$ cat config.mk
export PLATFORM = sky130hd
export DESIGN_NAME = mdu_unit
export DESIGN_NICKNAME = d
export VERILOG_FILES = /design/src/rtl/cpu_pkg.sv /design/src/rtl/mdu_divstep.sv /design/src/rtl/mdu_unit.sv
export SDC_FILE = /design/constraint.sdc
export NUM_CORES = 1
export LEC_CHECK = 0
export BUFFER_PORTS_ARGS = -buffer_cell sky130_fd_sc_hd__buf_2
export CORE_MARGIN = 4
export CORE_UTILIZATION = 54
export DETAILED_ROUTE_END_ITERATION = 10
export PLACE_DENSITY_LB_ADDON = 0.05
export SETUP_SLACK_MARGIN = 0.05
export SYNTH_ARGS = -nofsm -noshare
export SYNTH_HDL_FRONTEND = slang
export SYNTH_SLANG_ARGS = --single-unit
$ cat constraint.sdc
create_clock -name clk -period 3.1 [get_ports clk]
set_input_delay 0.155 -clock clk [delete_from_list [all_inputs] [get_ports clk]]
set_output_delay 0.155 -clock clk [all_outputs]
set_load 0.03 [all_outputs]
$ cat src/rtl/cpu_pkg.sv
// Shared CPU definitions: operand widths, multiply/divide op codes, MDU state encoding.
// Latency: n/a (constants only).
// Backpressure: n/a.
package cpu_pkg;

  // Datapath and register-file geometry
  localparam int WIDTH     = 16;
  localparam int REG_IDX_W = 3;
  localparam int ITER_W    = 5;

  // Multiply/divide operation encodings; op[1] selects the divider
  localparam logic [1:0] MULLO = 2'b00;
  localparam logic [1:0] MULHI = 2'b01;
  localparam logic [1:0] DIVU  = 2'b10;
  localparam logic [1:0] REMU  = 2'b11;

  // MDU sequencer states
  localparam logic [1:0] IDLE = 2'b00;
  localparam logic [1:0] RUN  = 2'b01;
  localparam logic [1:0] WB   = 2'b10;

  // True for the two divider operations
  function automatic logic op_is_div(input logic [1:0] op);
    return op[1];
  endfunction

endpackage

$ cat src/rtl/mdu_divstep.sv
// One combinational restoring-division step: shift in a dividend bit, trial-subtract the divisor.
// Latency: 0 cycles (pure combinational).
// Backpressure: none.
module mdu_divstep #(
  parameter int WIDTH = cpu_pkg::WIDTH
) (
  input  logic [WIDTH-1:0] rem_in,
  input  logic             dividend_bit,
  input  logic [WIDTH-1:0] divisor,
  output logic [WIDTH-1:0] rem_out,
  output logic             q_bit
);

  logic [WIDTH:0] partial;
  logic [WIDTH:0] diff;

  // Trial subtraction. rem_in is always below the divisor, so partial < 2*divisor and
  // the top bit of diff is set exactly when the subtraction borrows.
  always_comb begin
    partial = {rem_in, dividend_bit};
    diff    = partial - {1'b0, divisor};
    q_bit   = ~diff[WIDTH];
    rem_out = q_bit ? diff[WIDTH-1:0] : partial[WIDTH-1:0];
  end

endmodule

$ cat src/rtl/mdu_unit.sv
// Iterative multiply/divide unit writing its result back to the register file.
// Latency: 17 cycles start-to-writeback (16 RUN + 1 WB); divide by zero writes back after 1 cycle.
// Backpressure: none; start is only sampled in IDLE and ignored while busy.
module mdu_unit #(
  parameter int WIDTH = cpu_pkg::WIDTH
) (
  input  logic                          clk,
  input  logic                          reset,
  input  logic                          start,
  input  logic [1:0]                    op,
  input  logic [WIDTH-1:0]              srca,
  input  logic [WIDTH-1:0]              srcb,
  input  logic [cpu_pkg::REG_IDX_W-1:0] dest,
  output logic                          busy,
  output logic                          write_en,
  output logic [cpu_pkg::REG_IDX_W-1:0] wreg,
  output logic [WIDTH-1:0]              writedata,
  output logic                          done
);

  import cpu_pkg::*;

  localparam logic [ITER_W-1:0] LAST_ITER = ITER_W'(WIDTH - 1);

  logic [1:0]           state;
  logic [ITER_W-1:0]    iter_cnt;

  // Operands captured at start
  logic [1:0]           op_q;
  logic [WIDTH-1:0]     mcand_q;
  logic [WIDTH-1:0]     divisor_q;
  logic [REG_IDX_W-1:0] dest_q;

  // Multiplier: upper half accumulates, lower half holds the not-yet-consumed multiplier bits
  logic [2*WIDTH-1:0]   product_q;
  // Divider: quotient register starts as the dividend and shifts quotient bits in at the bottom
  logic [WIDTH-1:0]     quotient_q;
  logic [WIDTH-1:0]     rem_q;

  logic [WIDTH:0]       prod_sum;
  logic [2*WIDTH-1:0]   product_nxt;
  logic [WIDTH-1:0]     quotient_nxt;
  logic [WIDTH-1:0]     rem_nxt;
  logic                 q_bit;
  logic [WIDTH-1:0]     result;
  logic                 div_by_zero;

  mdu_divstep #(.WIDTH(WIDTH)) u_divstep (
    .rem_in       (rem_q),
    .dividend_bit (quotient_q[WIDTH-1]),
    .divisor      (divisor_q),
    .rem_out      (rem_nxt),
    .q_bit        (q_bit)
  );

  // One shift-add multiply step and the result that the final RUN cycle writes back
  always_comb begin
    prod_sum     = {1'b0, product_q[2*WIDTH-1:WIDTH]}
                 + (product_q[0] ? {1'b0, mcand_q} : {(WIDTH+1){1'b0}});
    product_nxt  = {prod_sum, product_q[WIDTH-1:1]};
    quotient_nxt = {quotient_q[WIDTH-2:0], q_bit};
    case (op_q)
      MULLO:   result = product_nxt[WIDTH-1:0];
      MULHI:   result = product_nxt[2*WIDTH-1:WIDTH];
      DIVU:    result = quotient_nxt;
      default: result = rem_nxt;
    endcase
  end

  // A zero divisor has a fixed answer, so it bypasses the iteration entirely
  always_comb begin
    div_by_zero = op_is_div(op) && (srcb == '0);
  end

  // Sequencer and datapath registers; reset aborts any operation before it can write back
  always_ff @(posedge clk) begin
    if (reset) begin
      state      <= IDLE;
      iter_cnt   <= '0;
      op_q       <= MULLO;
      mcand_q    <= '0;
      divisor_q  <= '0;
      dest_q     <= '0;
      product_q  <= '0;
      quotient_q <= '0;
      rem_q      <= '0;
      wreg       <= '0;
      writedata  <= '0;
    end else begin
      case (state)
        IDLE: begin
          if (start) begin
            op_q       <= op;
            mcand_q    <= srca;
            divisor_q  <= srcb;
            dest_q     <= dest;
            iter_cnt   <= '0;
            product_q  <= {{WIDTH{1'b0}}, srcb};
            quotient_q <= srca;
            rem_q      <= '0;
            if (div_by_zero) begin
              state     <= WB;
              wreg      <= dest;
              writedata <= (op == DIVU) ? {WIDTH{1'b1}} : srca;
            end else begin
              state <= RUN;
            end
          end
        end
        RUN: begin
          product_q  <= product_nxt;
          quotient_q <= quotient_nxt;
          rem_q      <= rem_nxt;
          iter_cnt   <= iter_cnt + ITER_W'(1);
          if (iter_cnt == LAST_ITER) begin
            state     <= WB;
            wreg      <= dest_q;
            writedata <= result;
          end
        end
        WB: begin
          state <= IDLE;
        end
        default: begin
          state <= IDLE;
        end
      endcase
    end
  end

  // Status and strobes decode from state alone
  always_comb begin
    busy     = (state != IDLE);
    write_en = (state == WB);
    done     = (state == WB);
  end

endmodule

# After elaboration in Yosys (flattened, before gate mapping)
# Cells that the tools add are included.
[totals]
input_bits = 40
ff_bits = 127
elab_cells = 58
[classes]
eq_ne = 9
bitwise = 1
reduce_logical = 10
mux = 24
add_sub_neg = 3
[ops]
columns = ["operator", "n"]
rows = [
  ["two-way mux 16 bit", 8],
  ["one-hot mux 16 bit (2 select lines)", 3],
  ["one-hot mux 32 bit (2 select lines)", 1],
  ["one-hot mux 16 bit (3 select lines)", 1],
  ["two-way mux 32 bit", 1],
  ["adder 16 x 16 -> 17 bit", 1],
  ["subtractor 17 x 16 -> 17 bit", 1],
  ["logical NOT 16 bit", 1],
  ["one-hot mux 5 bit (2 select lines)", 1],
  ["two-way mux 3 bit", 3],
  ["== test 2 bit (second input constant)", 3],
  ["two-way mux 2 bit", 3],
  ["inequality test 2 bit (second input constant)", 3],
  ["one-hot mux 3 bit (2 select lines)", 1],
  ["AND reduction 2 bit", 3],
  ["adder 5 x 1 -> 5 bit (second input constant)", 1],
  ["== test 5 x 4 -> 1 bit (second input constant)", 1],
  ["two-way mux 5 bit", 1],
  ["== test 2 x 1 -> 1 bit (second input constant)", 2],
  ["logical NOT 2 bit", 2],
  ["one-hot mux 2 bit (2 select lines)", 1],
  ["AND reduction 4 bit", 1],
  ["nonzero test 2 bit", 2],
  ["logical AND 1 bit", 1],
  ["NOT 1 bit", 1],
]

# Longest topological paths before layout
[depth]
depth_word = 5
depth_mapped = 13
depth_no_buf = 12

# Hierarchy
# A second synthesis with hierarchy kept.
[hier_totals]
hier_cells = 919
area_unflattened_um2 = 7247.0
[by_module_without_submodules]
columns = ["module", "area_each_um2", "cells_each", "seq_area_each_um2", "instances"]
rows = [
  ["mdu_unit", 6237.2, 791, 2542.4, 1],
  ["mdu_divstep", 1009.7, 128, 0.0, 1],
]

# Least setup slack after synthesis
# No wires, ideal clock.
[synth_path]
path_kind = "register to register"
startpoint = "register quotient_q[15]"
endpoint = "register writedata[12]"
t_required_ps = 2968
n_path_buf = 0
setup_time_ps = 132
stages_incl_launch_ff = 13
path_slack_ps = 420
t_arrival_ps = 2549
cell_sequence = "dfxtp_1 inv_1 ha_1 inv_1 fa_1 a211oi_2 o211ai_2 and3_4 o21ai_4 a21oi_2 or4_1 a31oi_1 o22ai_1"
[synth_between]
elab_chain_cells = 5
[synth_lines]
columns = ["item", "line_no", "text"]
rows = [
  ["start, declared", "mdu_unit.sv:37", "logic [WIDTH-1:0] quotient_q;"],
  ["start signal, assigned", "mdu_unit.sv:99", "quotient_q <= srca;"],
  ["start signal, assigned", "mdu_unit.sv:112", "quotient_q <= quotient_nxt;"],
  ["subtractor 17 x 16 -> 17 bit", "mdu_divstep.sv:21", "diff = partial - {1'b0, divisor};"],
  ["two-way mux 16 bit", "mdu_divstep.sv:23", "rem_out = q_bit ? diff[WIDTH-1:0] : partial[WIDTH-1:0];"],
  ["one-hot mux 16 bit (3 select lines)", "mdu_unit.sv:62", "case (op_q)"],
  ["two-way mux 16 bit", "mdu_unit.sv:115", "if (iter_cnt == LAST_ITER) begin"],
  ["one-hot mux 16 bit (2 select lines)", "mdu_unit.sv:90", "case (state)"],
  ["end signal, assigned", "mdu_unit.sv:104", "writedata <= (op == DIVU) ? {WIDTH{1'b1}} : srca;"],
  ["end signal, assigned", "mdu_unit.sv:118", "writedata <= result;"],
  ["end, declared", "mdu_unit.sv:17", "output logic [WIDTH-1:0] writedata,"],
]
# No other way between the ends. The select of a mux whose other input is x is not followed.
# A chain may end at the register's enable or synchronous reset.

# Final worst setup path
[layout_path]
startpoint = "register product_q[0]"
endpoint = "register writedata[14]"
[layout_between]
elab_chain_cells = 5
[layout_lines]
columns = ["item", "line_no", "text"]
rows = [
  ["start, declared", "mdu_unit.sv:35", "logic [2*WIDTH-1:0] product_q;"],
  ["start signal, assigned", "mdu_unit.sv:98", "product_q <= {{WIDTH{1'b0}}, srcb};"],
  ["start signal, assigned", "mdu_unit.sv:111", "product_q <= product_nxt;"],
  ["two-way mux 16 bit", "mdu_unit.sv:59", "+ (product_q[0] ? {1'b0, mcand_q} : {(WIDTH+1){1'b0}});"],
  ["adder 16 x 16 -> 17 bit", "mdu_unit.sv:59", ""],
  ["one-hot mux 16 bit (3 select lines)", "mdu_unit.sv:62", ""],
  ["two-way mux 16 bit", "mdu_unit.sv:115", ""],
  ["one-hot mux 16 bit (2 select lines)", "mdu_unit.sv:90", ""],
]
# No other way between the ends. The select of a mux whose other input is x is not followed.

==> results_dict.tcl <==
set metrics [dict create \
    port_buffers 61 \
    syn_area_um2 7180 \
    antenna_found_initial 0 \
    finalSetupTns_ns 0 \
    core_um2 12800 \
    track_usage 0.305 \
    initial_utilization 0.560 \
    synth-async-reset-ratio 0 \
    hold_class "in2reg" \
    start_kind "flop" \
    nFillCells 1166 \
    cts_tree "built" \
    hold_viol_final 0 \
    total_power_w 0.00725 \
    wirelength_um 22800 \
    die_x_um 123 \
    cts_root_buf "clkbuf_16" \
    worstPathMaxFanout 11 \
    dpl.hpwl_um 16700 \
    via_per_inst 6.09 \
    n_antenna_cell 0 \
    worstMarginPinSlew_ns 0.733 \
    ios 62 \
    grt_pass1_vias 6703 \
    period_minus_slack_ns 2.96 \
    grt_max_degree 58 \
    drtIter0Drc 694 \
    worst_ep_arrival_time_ns 3.28 \
    cts.sinks 127 \
    yosysSeqAreaShare 0.354 \
    syn_avg_cell_area_um2 7.61 \
    syn2layout_area_growth_pct 16.5 \
    cap_viol_max_count 0 \
    yosys_register_bits 127 \
    drc 0 \
    ir_drop_mv 0.427 \
    ys.flop_type "dfxtp_1" \
    worstSetupPathType "reg2reg" \
    yosysUniqueCellTypes 68 \
    synth_top_area_share 0.354 \
    place.gp.congestion 0.906 \
    drtAntennaViolNets 0 \
    final_cell_area_um2 8360 \
    rows 41 \
    synth_top_area_cell "dfxtp_1" \
    clk_latency_ns 0.42 \
    synth-edff-count 0 \
    syn-num-nets 1020 \
    htreeDepth 4 \
    die-area_um2 15200 \
    numCtsBuffers 17 \
    synth-warning-count 0 \
    syn-instance-count 944 \
    cts_buffer_depth 2 \
    wl_per_cell_um 19.3 \
    critPathCaptureType "flop" \
    rsz0062_at_grt "false" \
    yosys-top-cells-area "dfxtp_1 35%, nand2_1 10%, a21oi_1 6.4%" \
    die_h_um 123 \
    p_per_area_nw_per_um2 867 \
    fmax_mhz 338 \
    relSlewSlack 0.511 \
    finalNetCount 1075 \
    setup_violations 0 \
    worst_slack_ns 0.138 \
    slew_violations 0 \
    dp_slack_ns 0.0958 \
    drive_above_1_share 0.148 \
    clk_pin_slew_worst_paths_ns 0.06 \
    whs_ns 0.0149 \
    grt_first_pass_wirelength_um 35600 \
    required_ns 3.42 \
    status "finished clean" \
    p_leak_nw 3.37 \
    drt_pre_antenna_iters 7 \
    overflow 0 \
    min_period_over_period 0.955 \
    fin_skew_ns 0.00487 \
    post_cts_buffers 0 \
    place_area_um2 7660 \
    vias 7200 \
]
-- layer usage --
metal	routed length, um	share of wire	GRT usage
met4	546	0.024	0.0983
met2	10300	0.45	0.476
met3	1970	0.086	0.0741
met1	9980	0.44	0.418
met5	0	0	0
-- layout by cell type, fill, tap and decap left out, types with 18 or more instances in the layout --
cell type / netlist / routed
dfxtp_1: 127 / 126
ha_1: 34 / 34
buf_4: 1 / 22
nand3_1: 24 / 24
nand2_1: 199 / 198
a21oi_1: 92 / 92
a31oi_1: 43 / 42
and2_1: 18 / 18
buf_2: 4 / 60
inv_1: 30 / 30
nor2_1: 71 / 70
o21ai_0: 50 / 50
-- area by class of cell --
class                           instances  area [um2]  share of cell area
Clock buffer                           17         425              0.0509
Clock inverter                         14         181              0.0217
Inverter                               32         120              0.0144
Multi-Input combinational cell        734        4360               0.522
Sequential cell                       127        2540               0.304
Tap cell                              172         215              0.0257
Timing Repair Buffer                   87         515              0.0616
-- through the flow --
step           instances   util
2_1_floorplan        944      -
3_5_place_dp        1147  0.598
6_report            1183  0.652
3_3_place_gp        1147  0.598
4_1_cts             1183  0.649
5_1_grt             1183  0.652
-- final timing paths --
kind	startpoint	to	slack [ns]	depth (start not counted)
worst max-delay path	product_q[0]	writedata[14]	0.14	11
worst min-delay path	srcb[3]	divisor_q[3]	0.01	3
worst max register to register	product_q[0]	writedata[14]	0.14	11
worst min register to register	mcand_q[4]	mcand_q[4]	0.45	2
-- report_power, final --
part | internal (W) | total [W] | switching [W] | leakage [nW]
Sequential | 0.00182 | 0.00203 | 0.000204 | 1.04
Clock | 0.00127 | 0.00206 | 0.000790 | 0.283
Combinational | 0.00121 | 0.00316 | 0.00195 | 2.05
-- worst max-delay path: stages (launching register included) --
cell      delay, ns
dfxtp_2        0.36
buf_4          0.18
and2_1         0.16
ha_1           0.31
o21a_1         0.23
o2111a_1       0.25
o21ai_1        0.15
a31oi_1        0.20
a221oi_1       0.39
xnor2_1        0.24
nor3_1         0.12
a211oi_1       0.27
-- repair_timing --
| item | CTS | global route |
|---|---|---|
| resized for setup | 0 | 8 |
| endpoints found under the setup margin | 0 | 26 |
| hold buffers | 5 | 0 |
| endpoints found under the hold margin | 5 | 0 |
-- cells by family after synthesis --
logic type,share of synthesized area
AND/OR/NAND/NOR,0.223
adder cells (fa/ha/maj),0.0648
flip-flops,0.354
buffers and inverters,0.0457
multiplexers,0.0362
XOR/XNOR,0.0232
AO/OA/AOI/OAI,0.253
-- state kept, by name, summed over array words and instances (netlist names) --
name,flops
wreg,3
mcand_q,16
product_q,32
op_q,2
writedata,16
state,2
rem_q,16
quotient_q,16
dest_q,3
iter_cnt,5
divisor_q,16
-- synth_stat cells (3+ instances only) --
cell type and number:
a211oi_2 3, a21oi_2 3, nand3_1 24, buf_1 13, a21oi_1 92, inv_1 30, xor2_1 3, nand2_1 199
a31oi_1 43, a221oi_1 4, o21ai_0 50, nor2_1 71, mux2_2 8, a21o_1 13, o211ai_1 5, nand2b_1 3
a211oi_1 11, dfxtp_1 127, o21a_1 4, or4_1 3, and3_1 12, nand4_1 4, buf_2 4, ha_1 34
clkbuf_1 32, o221ai_1 5, mux2i_1 17, and2_1 18, o31ai_1 3, nor3_1 13, nor2b_1 6, o21bai_1 4
o311ai_0 3, a311oi_1 6, o22ai_1 5, o21ai_1 5, a21boi_0 5, or3_1 4, xnor2_1 16
(Power assumes the default switching activity.)
